**config.mk**
```make
export PLATFORM = sky130hd
export DESIGN_NAME = stage_2_decode
export DESIGN_NICKNAME = d
export VERILOG_FILES = /design/src/rtl/stage_2_decode.sv
export SDC_FILE = /design/constraint.sdc
export NUM_CORES = 2
export LEC_CHECK = 0
export ABC_CLOCK_PERIOD_IN_PS = 89900
export BUFFER_PORTS_ARGS = -buffer_cell sky130_fd_sc_hd__buf_4
export CAP_MARGIN = 10
export CORE_ASPECT_RATIO = 0.7
export CORE_MARGIN = 4
export CORE_UTILIZATION = 30
export CTS_CLUSTER_DIAMETER = 60
export DETAILED_ROUTE_END_ITERATION = 16
export GPL_ROUTABILITY_DRIVEN = 0
export PLACE_DENSITY = 0.45
export SETUP_SLACK_MARGIN = 0.15
export SYNTH_ARGS = -nofsm -noshare
export SYNTH_HDL_FRONTEND = slang
export SYNTH_SLANG_ARGS = --single-unit
```
**constraint.sdc**
```tcl
create_clock -name clk -period 89.9 [get_ports clk]
set_clock_uncertainty 0.1 [all_clocks]
set_input_delay 8.99 -clock clk [delete_from_list [all_inputs] [get_ports clk]]
set_output_delay 8.99 -clock clk [all_outputs]
set_load 0.1 [all_outputs]
```
**src/rtl/stage_2_decode.sv**
```systemverilog
// RV32I decode stage: field/immediate decode, register file read with bypass,
// load-use hazard detection and the registered decode/execute bundle.
module stage_2_decode #(
    parameter int          XLEN      = 32,
    parameter int          REG_COUNT = 32,
    parameter logic [31:0] NOP_INSTR = 32'h00000013
) (
    input  logic            clk,
    input  logic            reset,
    input  logic            stall,
    input  logic            flush,
    input  logic [XLEN-1:0] instruction_in,
    input  logic [XLEN-1:0] pc_in,
    input  logic            wb_enable,
    input  logic [4:0]      wb_rd,
    input  logic [XLEN-1:0] wb_data,
    output logic            hazard_stall,
    output logic            valid_out,
    output logic [XLEN-1:0] pc_out,
    output logic [XLEN-1:0] rs1_value,
    output logic [XLEN-1:0] rs2_value,
    output logic [4:0]      rs1_out,
    output logic [4:0]      rs2_out,
    output logic [4:0]      rd_out,
    output logic [XLEN-1:0] imm_out,
    output logic [2:0]      funct3_out,
    output logic [3:0]      alu_op,
    output logic            alu_src_imm,
    output logic            alu_src_pc,
    output logic            mem_read,
    output logic            mem_write,
    output logic            reg_write,
    output logic            branch,
    output logic            jump,
    output logic            illegal_out
);

    localparam logic [6:0] OPC_LUI    = 7'b0110111;
    localparam logic [6:0] OPC_AUIPC  = 7'b0010111;
    localparam logic [6:0] OPC_JAL    = 7'b1101111;
    localparam logic [6:0] OPC_JALR   = 7'b1100111;
    localparam logic [6:0] OPC_BRANCH = 7'b1100011;
    localparam logic [6:0] OPC_LOAD   = 7'b0000011;
    localparam logic [6:0] OPC_STORE  = 7'b0100011;
    localparam logic [6:0] OPC_OPIMM  = 7'b0010011;
    localparam logic [6:0] OPC_OP     = 7'b0110011;

    localparam logic [3:0] ALU_ADD  = 4'd0;
    localparam logic [3:0] ALU_SUB  = 4'd1;
    localparam logic [3:0] ALU_SLL  = 4'd2;
    localparam logic [3:0] ALU_SLT  = 4'd3;
    localparam logic [3:0] ALU_SLTU = 4'd4;
    localparam logic [3:0] ALU_XOR  = 4'd5;
    localparam logic [3:0] ALU_SRL  = 4'd6;
    localparam logic [3:0] ALU_SRA  = 4'd7;
    localparam logic [3:0] ALU_OR   = 4'd8;
    localparam logic [3:0] ALU_AND  = 4'd9;
    localparam logic [3:0] ALU_PASS = 4'd10;

    typedef struct packed {
        logic            valid;
        logic [XLEN-1:0] pc;
        logic [XLEN-1:0] rs1v;
        logic [XLEN-1:0] rs2v;
        logic [4:0]      rs1;
        logic [4:0]      rs2;
        logic [4:0]      rd;
        logic [XLEN-1:0] imm;
        logic [2:0]      f3;
        logic [3:0]      alu;
        logic            src_imm;
        logic            src_pc;
        logic            mem_read;
        logic            mem_write;
        logic            reg_write;
        logic            branch;
        logic            jump;
        logic            illegal;
    } bundle_t;

    logic [XLEN-1:0] regs [REG_COUNT];
    bundle_t         q;
    bundle_t         dec;
    bundle_t         bub;

    logic [6:0]      opcode;
    logic [2:0]      f3;
    logic [4:0]      rs1;
    logic [4:0]      rs2;
    logic            alt;
    logic            uses_rs1;
    logic            uses_rs2;
    logic [XLEN-1:0] rs1_rd;
    logic [XLEN-1:0] rs2_rd;
    logic [XLEN-1:0] imm_i;
    logic [XLEN-1:0] imm_s;
    logic [XLEN-1:0] imm_b;
    logic [XLEN-1:0] imm_u;
    logic [XLEN-1:0] imm_j;

    assign opcode = instruction_in[6:0];
    assign f3     = instruction_in[14:12];
    assign rs1    = instruction_in[19:15];
    assign rs2    = instruction_in[24:20];
    assign alt    = instruction_in[30];

    assign imm_i = {{(XLEN-12){instruction_in[31]}}, instruction_in[31:20]};
    assign imm_s = {{(XLEN-12){instruction_in[31]}}, instruction_in[31:25],
                    instruction_in[11:7]};
    assign imm_b = {{(XLEN-12){instruction_in[31]}}, instruction_in[7],
                    instruction_in[30:25], instruction_in[11:8], 1'b0};
    assign imm_u = {{(XLEN-31){instruction_in[31]}}, instruction_in[30:12],
                    12'b0};
    assign imm_j = {{(XLEN-20){instruction_in[31]}}, instruction_in[19:12],
                    instruction_in[20], instruction_in[30:21], 1'b0};

    // Same-cycle writeback is forwarded so the bundle never sees stale data.
    assign rs1_rd = (rs1 == 5'd0) ? '0 :
                    (wb_enable && wb_rd == rs1) ? wb_data : regs[rs1];
    assign rs2_rd = (rs2 == 5'd0) ? '0 :
                    (wb_enable && wb_rd == rs2) ? wb_data : regs[rs2];

    function automatic logic [3:0] alu_sel(input logic [2:0] f,
                                           input logic       a,
                                           input logic       is_op);
        logic [3:0] r;
        case (f)
            3'b000:  r = (is_op && a) ? ALU_SUB : ALU_ADD;
            3'b001:  r = ALU_SLL;
            3'b010:  r = ALU_SLT;
            3'b011:  r = ALU_SLTU;
            3'b100:  r = ALU_XOR;
            3'b101:  r = a ? ALU_SRA : ALU_SRL;
            3'b110:  r = ALU_OR;
            default: r = ALU_AND;
        endcase
        return r;
    endfunction

    always_comb begin
        dec      = '0;
        uses_rs1 = 1'b1;
        uses_rs2 = 1'b0;
        dec.valid = 1'b1;
        dec.pc    = pc_in;
        dec.rs1v  = rs1_rd;
        dec.rs2v  = rs2_rd;
        dec.rs1   = rs1;
        dec.rs2   = rs2;
        dec.rd    = instruction_in[11:7];
        dec.f3    = f3;
        unique case (opcode)
            OPC_LUI: begin
                uses_rs1      = 1'b0;
                dec.alu       = ALU_PASS;
                dec.imm       = imm_u;
                dec.src_imm   = 1'b1;
                dec.reg_write = 1'b1;
            end
            OPC_AUIPC: begin
                uses_rs1      = 1'b0;
                dec.imm       = imm_u;
                dec.src_imm   = 1'b1;
                dec.src_pc    = 1'b1;
                dec.reg_write = 1'b1;
            end
            OPC_JAL: begin
                uses_rs1      = 1'b0;
                dec.imm       = imm_j;
                dec.jump      = 1'b1;
                dec.reg_write = 1'b1;
            end
            OPC_JALR: begin
                dec.imm       = imm_i;
                dec.src_imm   = 1'b1;
                dec.jump      = 1'b1;
                dec.reg_write = 1'b1;
            end
            OPC_BRANCH: begin
                uses_rs2   = 1'b1;
                dec.imm    = imm_b;
                dec.alu    = ALU_SUB;
                dec.branch = 1'b1;
            end
            OPC_LOAD: begin
                dec.imm       = imm_i;
                dec.src_imm   = 1'b1;
                dec.mem_read  = 1'b1;
                dec.reg_write = 1'b1;
            end
            OPC_STORE: begin
                uses_rs2      = 1'b1;
                dec.imm       = imm_s;
                dec.src_imm   = 1'b1;
                dec.mem_write = 1'b1;
            end
            OPC_OPIMM: begin
                dec.imm       = imm_i;
                dec.src_imm   = 1'b1;
                dec.alu       = alu_sel(f3, alt, 1'b0);
                dec.reg_write = 1'b1;
            end
            OPC_OP: begin
                uses_rs2      = 1'b1;
                dec.alu       = alu_sel(f3, alt, 1'b1);
                dec.reg_write = 1'b1;
            end
            default: dec.illegal = 1'b1;
        endcase
    end

    // Bubble carries the canonical NOP fields so rd stays x0.
    always_comb begin
        bub     = '0;
        bub.rd  = NOP_INSTR[11:7];
        bub.rs1 = NOP_INSTR[19:15];
        bub.f3  = NOP_INSTR[14:12];
    end

    assign hazard_stall = q.valid & q.mem_read & (q.rd != 5'd0)
                        & ((uses_rs1 & (rs1 == q.rd))
                         | (uses_rs2 & (rs2 == q.rd)))
                        & ~flush & ~stall;

    always_ff @(posedge clk or posedge reset) begin
        if (reset) begin
            for (int i = 0; i < REG_COUNT; i++) regs[i] <= '0;
        end else if (wb_enable && wb_rd != 5'd0) begin
            regs[wb_rd] <= wb_data;
        end
    end

    always_ff @(posedge clk or posedge reset) begin
        if (reset)             q <= '0;
        else if (flush)        q <= bub;
        else if (stall)        q <= q;
        else if (hazard_stall) q <= bub;
        else                   q <= dec;
    end

    assign valid_out   = q.valid;
    assign pc_out      = q.pc;
    assign rs1_value   = q.rs1v;
    assign rs2_value   = q.rs2v;
    assign rs1_out     = q.rs1;
    assign rs2_out     = q.rs2;
    assign rd_out      = q.rd;
    assign imm_out     = q.imm;
    assign funct3_out  = q.f3;
    assign alu_op      = q.alu;
    assign alu_src_imm = q.src_imm;
    assign alu_src_pc  = q.src_pc;
    assign mem_read    = q.mem_read;
    assign mem_write   = q.mem_write;
    assign reg_write   = q.reg_write;
    assign branch      = q.branch;
    assign jump        = q.jump;
    assign illegal_out = q.illegal;

endmodule

```
# Word-level counts from Yosys, hierarchy flattened

Cells that the tools add are included.
W data, S select, Z words.

Register bits: 1183
Bits in latches: 0
RAM bits: 0
Bits in read-only memories: 0
Output and inout port bits: 160
Memories: 0

Add/sub/neg operators: 0
Multipliers: 0
Divide/modulo/power cells: 0
Magnitude comparators: 4
Eq/ne operators: 20
Shift-type cells: 0
Multiplexer cells: 32
Bitwise operators: 13
Reductions and logical operators: 17

Operators with widths:

| cell                 | number |
|---|---|
| $bwmux W1024         | 1 |
| $mux W159            | 3 |
| $bmux W32 S5         | 2 |
| $mux W32             | 9 |
| $demux W32 S5        | 1 |
| $pmux W32 S5         | 1 |
| $pmux W4 S7          | 2 |
| $eq A7 B6 Y1 const B | 3 |
| $eq A7 B7 Y1 const B | 3 |
| $eq A5 B5 Y1         | 4 |
| $ge A6 B6 Y1 const B | 3 |
| $not A5 Y6           | 3 |
| $pmux W4 S4          | 1 |
| $eq A7 B5 Y1 const B | 2 |
| $mux W1              | 12 |
| $logic_not A5 Y1     | 2 |
| $reduce_bool A5 Y1   | 2 |
| $eq A3 B3 Y1 const B | 3 |
| $reduce_or A3 Y1     | 3 |
| $reduce_or A9 Y1     | 1 |
| $and A1 B1 Y1        | 7 |
| $eq A7 B2 Y1 const B | 1 |
| $reduce_or A7 Y1     | 1 |
| $eq A3 B2 Y1 const B | 2 |
| 9 further kinds      | 14 |

# Depth between registers and ports, before layout

Word-level depth: 11
Gate-level depth with buffers: 10
Gate-level depth less buffers: 6

# Worst setup path before layout

OpenSTA, ideal clock, no wires.

Path kind: input to output
From: input port instruction_in[3]
To: output port hazard_stall
Arrival: 10.544 ns
Required time: 80.810 ns
Slack: 70.266 ns
Stages on the path: 5
Path through: nand3b_1 or2_2 nor4b_1 o21bai_1 inv_1

Longest elaborated chain between the ends: 8

RTL lines:

| item                                 | RTL line | RTL |
|---|---|---|
| from (decl)                          | 12       | `input logic [XLEN-1:0] instruction_in,` |
| $eq A7 B6 Y1 (tied with other cells) | 152      | `unique case (opcode)` |
| $reduce_or A3 Y1 (no line)           | --       |  |
| $mux W1                              | 152      |  |
| $and A1 B1 Y1 (on tied branches)     | 221, 222 |  |
| $or A1 B1 Y1 (*)                     | 222      | `\| (uses_rs2 & (rs2 == q.rd)))` |
| $and A1 B1 Y1 (*)                    | 221      | `& ((uses_rs1 & (rs1 == q.rd))` |
| $and A1 B1 Y1 (*) (2 in a row)       | 223      | `& ~flush & ~stall;` |
| to (decl)                            | 17       | `output logic hazard_stall,` |

Mark *: on every way between the ends. The rest lies on a longest branch, timed or not.

# Worst setup path after layout

From: input port instruction_in[24]
To: output port hazard_stall

Longest elaborated chain between the ends: 6

RTL lines:

| item                       | RTL line |
|---|---|
| $eq A5 B5 Y1               | 222 |
| $and A1 B1 Y1              | 222 |
| $or A1 B1 Y1               | 222 |
| $and A1 B1 Y1              | 221 |
| $and A1 B1 Y1 (2 in a row) | 223 |

No other way between the ends.

==> results.sh <==
export IMPL_synth_compound_area_share_pct=7.07
export IMPL_postSynthAreaPerCell_um2=13.3
export IMPL_htreeDepth=4
export IMPL_worst_slack_ns=69.90
export IMPL_syn_area_um2=61100
export IMPL_crit_buf_inv=3
export IMPL_yosysWarnings=0
export IMPL_wl_met3_um=12200
export IMPL_cts_clk_slew_worst_paths_ns=0.07
export IMPL_power_density_nw_per_um2=22.6
export IMPL_crit_arrival_ns=10.91
export IMPL_synth_edf_count=0
export IMPL_synth_xor_area_share_pct=0.287
export IMPL_rsz0062_at_grt="false"
export IMPL_synthAdderAreaFrac_pct=0
export IMPL_maxCapViolations=0
export IMPL_cts_tree="done"
export IMPL_ys_flop_type="dfrtp_1"
export IMPL_drv_slew=0
export IMPL_worst_pin_slew_ns=1.29
export IMPL_leakage_nw=31.2
export IMPL_critPathLaunchType="input port"
export IMPL_status="finished clean"
export IMPL_yosysMostFrequentCell="dfrtp_1"
export IMPL_yosysSeqAreaShare_pct=48.4
export IMPL_finalWirelength_um=233000
export IMPL_vias_per_cell=5.57
export IMPL_areaGrowthSynthToFinish_pct=15.0
export IMPL_cts_buffer_depth=4
export IMPL_postCtsHoldBufs=0
export IMPL_dr_wl_met2_um=105000
export IMPL_drive_gt1_share_pct=41.5
export IMPL_fp_dieH_um=386
export IMPL_crit_type="in2out"
export IMPL_grt_pass1_vias=42500
export IMPL_grt_usage_pct=21.8
export IMPL_fill_cells=19800
export IMPL_cts_resized=0
export IMPL_wl_per_cell_um=31.4
export IMPL_cts_inserted_buffers=143
export IMPL_synth_area_top_cells="dfrtp_1 (48%), mux2_2 (18%), mux4_2 (12%)"
export IMPL_drc=0
export IMPL_yosys_area_top_type="dfrtp_1"
export IMPL_synth_nets=4685
export IMPL_grt_max_degree=139
export IMPL_slowest_delay_ns=0.62
export IMPL_num_vias=41300
export IMPL_final_setup_viol_count=0
export IMPL_die_x_um=547
export IMPL_postRouteAntennaNets=0
export IMPL_min_period_ns=20.00
export IMPL_die_area_um2=211000
export IMPL_hold_violations=0
export IMPL_rows=138
export IMPL_cp_required_ns=80.81
export IMPL_pre_cts_slack_ns=69.87
export IMPL_setup_worst_path_end_class="primary output"
export IMPL_antenna_found_initial=7
export IMPL_max_freq_mhz=50.0
export IMPL_critPathTopFamily="buffers and inverters"
export IMPL_hold_path_class="reg2reg"
export IMPL_cts_root_buf="clkbuf_16"
export IMPL_finalNetCount=4694
export IMPL_place_hpwl_um=127000
export IMPL_pin_count=266
export IMPL_core_um2=202000
export IMPL_synth_cells=4579
export IMPL_overflow=0
export IMPL_clkLatencyLatePin_ns=0.78
export IMPL_ys_top_cells_by_count="dfrtp_1 (1183), mux2_2 (993), mux2i_1 (442)"
export IMPL_yosysTopAreaCellShare_pct=48.4
export IMPL_grt_pass1_wl_um=334000
export IMPL_ir_worst_vdd_v=0.0000135
export IMPL_wl_met1_um=111000
export IMPL_yosys_mux_area_fraction_pct=37.5
export IMPL_yosys_area_share_simple_pct=3.46
export IMPL_setup_tns_final_ns=0
export IMPL_clock_sinks=1183
export IMPL_critical_path_most_common_cell="buf_4"
export IMPL_crit_slowest_cell="buf_4"
export IMPL_initial_core_util_pct=30.2
export IMPL_post_route_period_util_pct=22.3
export IMPL_post_cts_setup_buffers=0
export IMPL_portBuffers=265
export IMPL_synth_seq_cells=1183
export IMPL_crit_chain="buf_4 > xnor2_1 > nand3_1 > nor4b_1 > o21bai_1 > inv_1 > buf_4"
export IMPL_drt_iter0_markers=3257
export IMPL_synth_async_reset_ratio_pct=100
export IMPL_synth_cell_types=53
export IMPL_synth_top_family_by_area="multiplexers"
export IMPL_top_layer_used="met4"
export IMPL_crit_fanout=36
export IMPL_slew_headroom_pct=13.9
export IMPL_drt_pre_antenna_iters=5
[stage by stage]
step	total power (W)	utilization [%]	std cells	instance area [um^2]	hold WS, ns
after floorplan	0.000922	-	4579	61100	0.345
after global placement	0.00101	32.5	7173	65700	0.284
after detailed placement	0.00101	32.5	7173	65700	0.287
after CTS	0.00161	34.7	7413	70300	0.300
after global routing	0.00166	34.7	7414	70300	0.314
final	0.00159	34.7	7414	70300	0.300
[cell usage in the layout, fill, tap and decap left out, drive strengths merged, types with 9 or more instances in the layout]
master / synthesis / final
a22oi: 131 / 131
nand2: 381 / 381
o22ai: 64 / 64
mux4: 324 / 324
a21boi: 9 / 9
mux2i: 442 / 442
dfrtp: 1183 / 1183
clkinv: 0 / 19
a21o: 32 / 32
clkbuf: 355 / 207
a221oi: 32 / 32
nor2: 26 / 26
a22o: 59 / 59
nor2b: 16 / 16
buf: 140 / 357
nand3: 44 / 44
a21oi: 45 / 45
o221ai: 63 / 63
a211oi: 34 / 34
o21ai: 129 / 129
mux2: 993 / 993
xnor2: 12 / 12
[flip-flops by register name (all words and copies together) (netlist names), 4 cells and up]
signal / count
rs2_value: 32
rd_out: 5
rs1_out: 5
imm_out: 32
regs: 1024
alu_op: 4
rs2_out: 5
rs1_value: 32
pc_out: 32
[cells by family (layout without fill, tap and decap cells)]
family / Yosys count / after routing
xor+xnor: 20 / 20
simple gates: 503 / 503
flops: 1183 / 1183
compound gates: 615 / 615
mux: 1759 / 1759
other cells: 0 / 1
buf+inv: 499 / 603
[path summary, 6_finish.rpt]
| check | slack, ns | end | cells after the start | from |
|---|---|---|---|---|
| setup / recovery | 69.90 | hazard_stall | 7 | instruction_in[24] |
| hold / removal | 0.30 | regs[999] | 0 | regs[999] |
| setup reg to reg | 86.64 | imm_out[21] | 7 | rd_out[3] |
| hold reg to reg | 0.30 | regs[999] | 0 | regs[999] |
| max in group asynchronous | 78.26 | regs[120] | 5 | reset |
| min in group asynchronous | 8.21 | regs[615] | 2 | reset |
[power by group]
part / internal, W / switching [W]
clock: 0.000346 / 0.000241
sequential: 0.000624 / 0.0000699
combinational: 0.000159 / 0.000152
[cell type report]
cell class                      instances  area, um^2  share of cell area [%]
Antenna cell                            1        2.50                 0.00356
Clock buffer                          205        4190                    5.95
Clock inverter                         35         417                   0.593
Inverter                                4        25.0                  0.0356
Multi-Input combinational cell       2897       29800                    42.5
Sequential cell                      1183       29600                    42.1
Tap cell                             2730        3420                    4.86
Timing Repair Buffer                  359        2800                    3.98
[layer usage]
metal	track usage (%)	vias to the layer above
li1	-	17300
met1	32.0	22500
met2	33.5	1214
met3	3.77	292
met4	4.87	0
met5	0	-
Note: power is estimated with default switching activity, not from simulation.
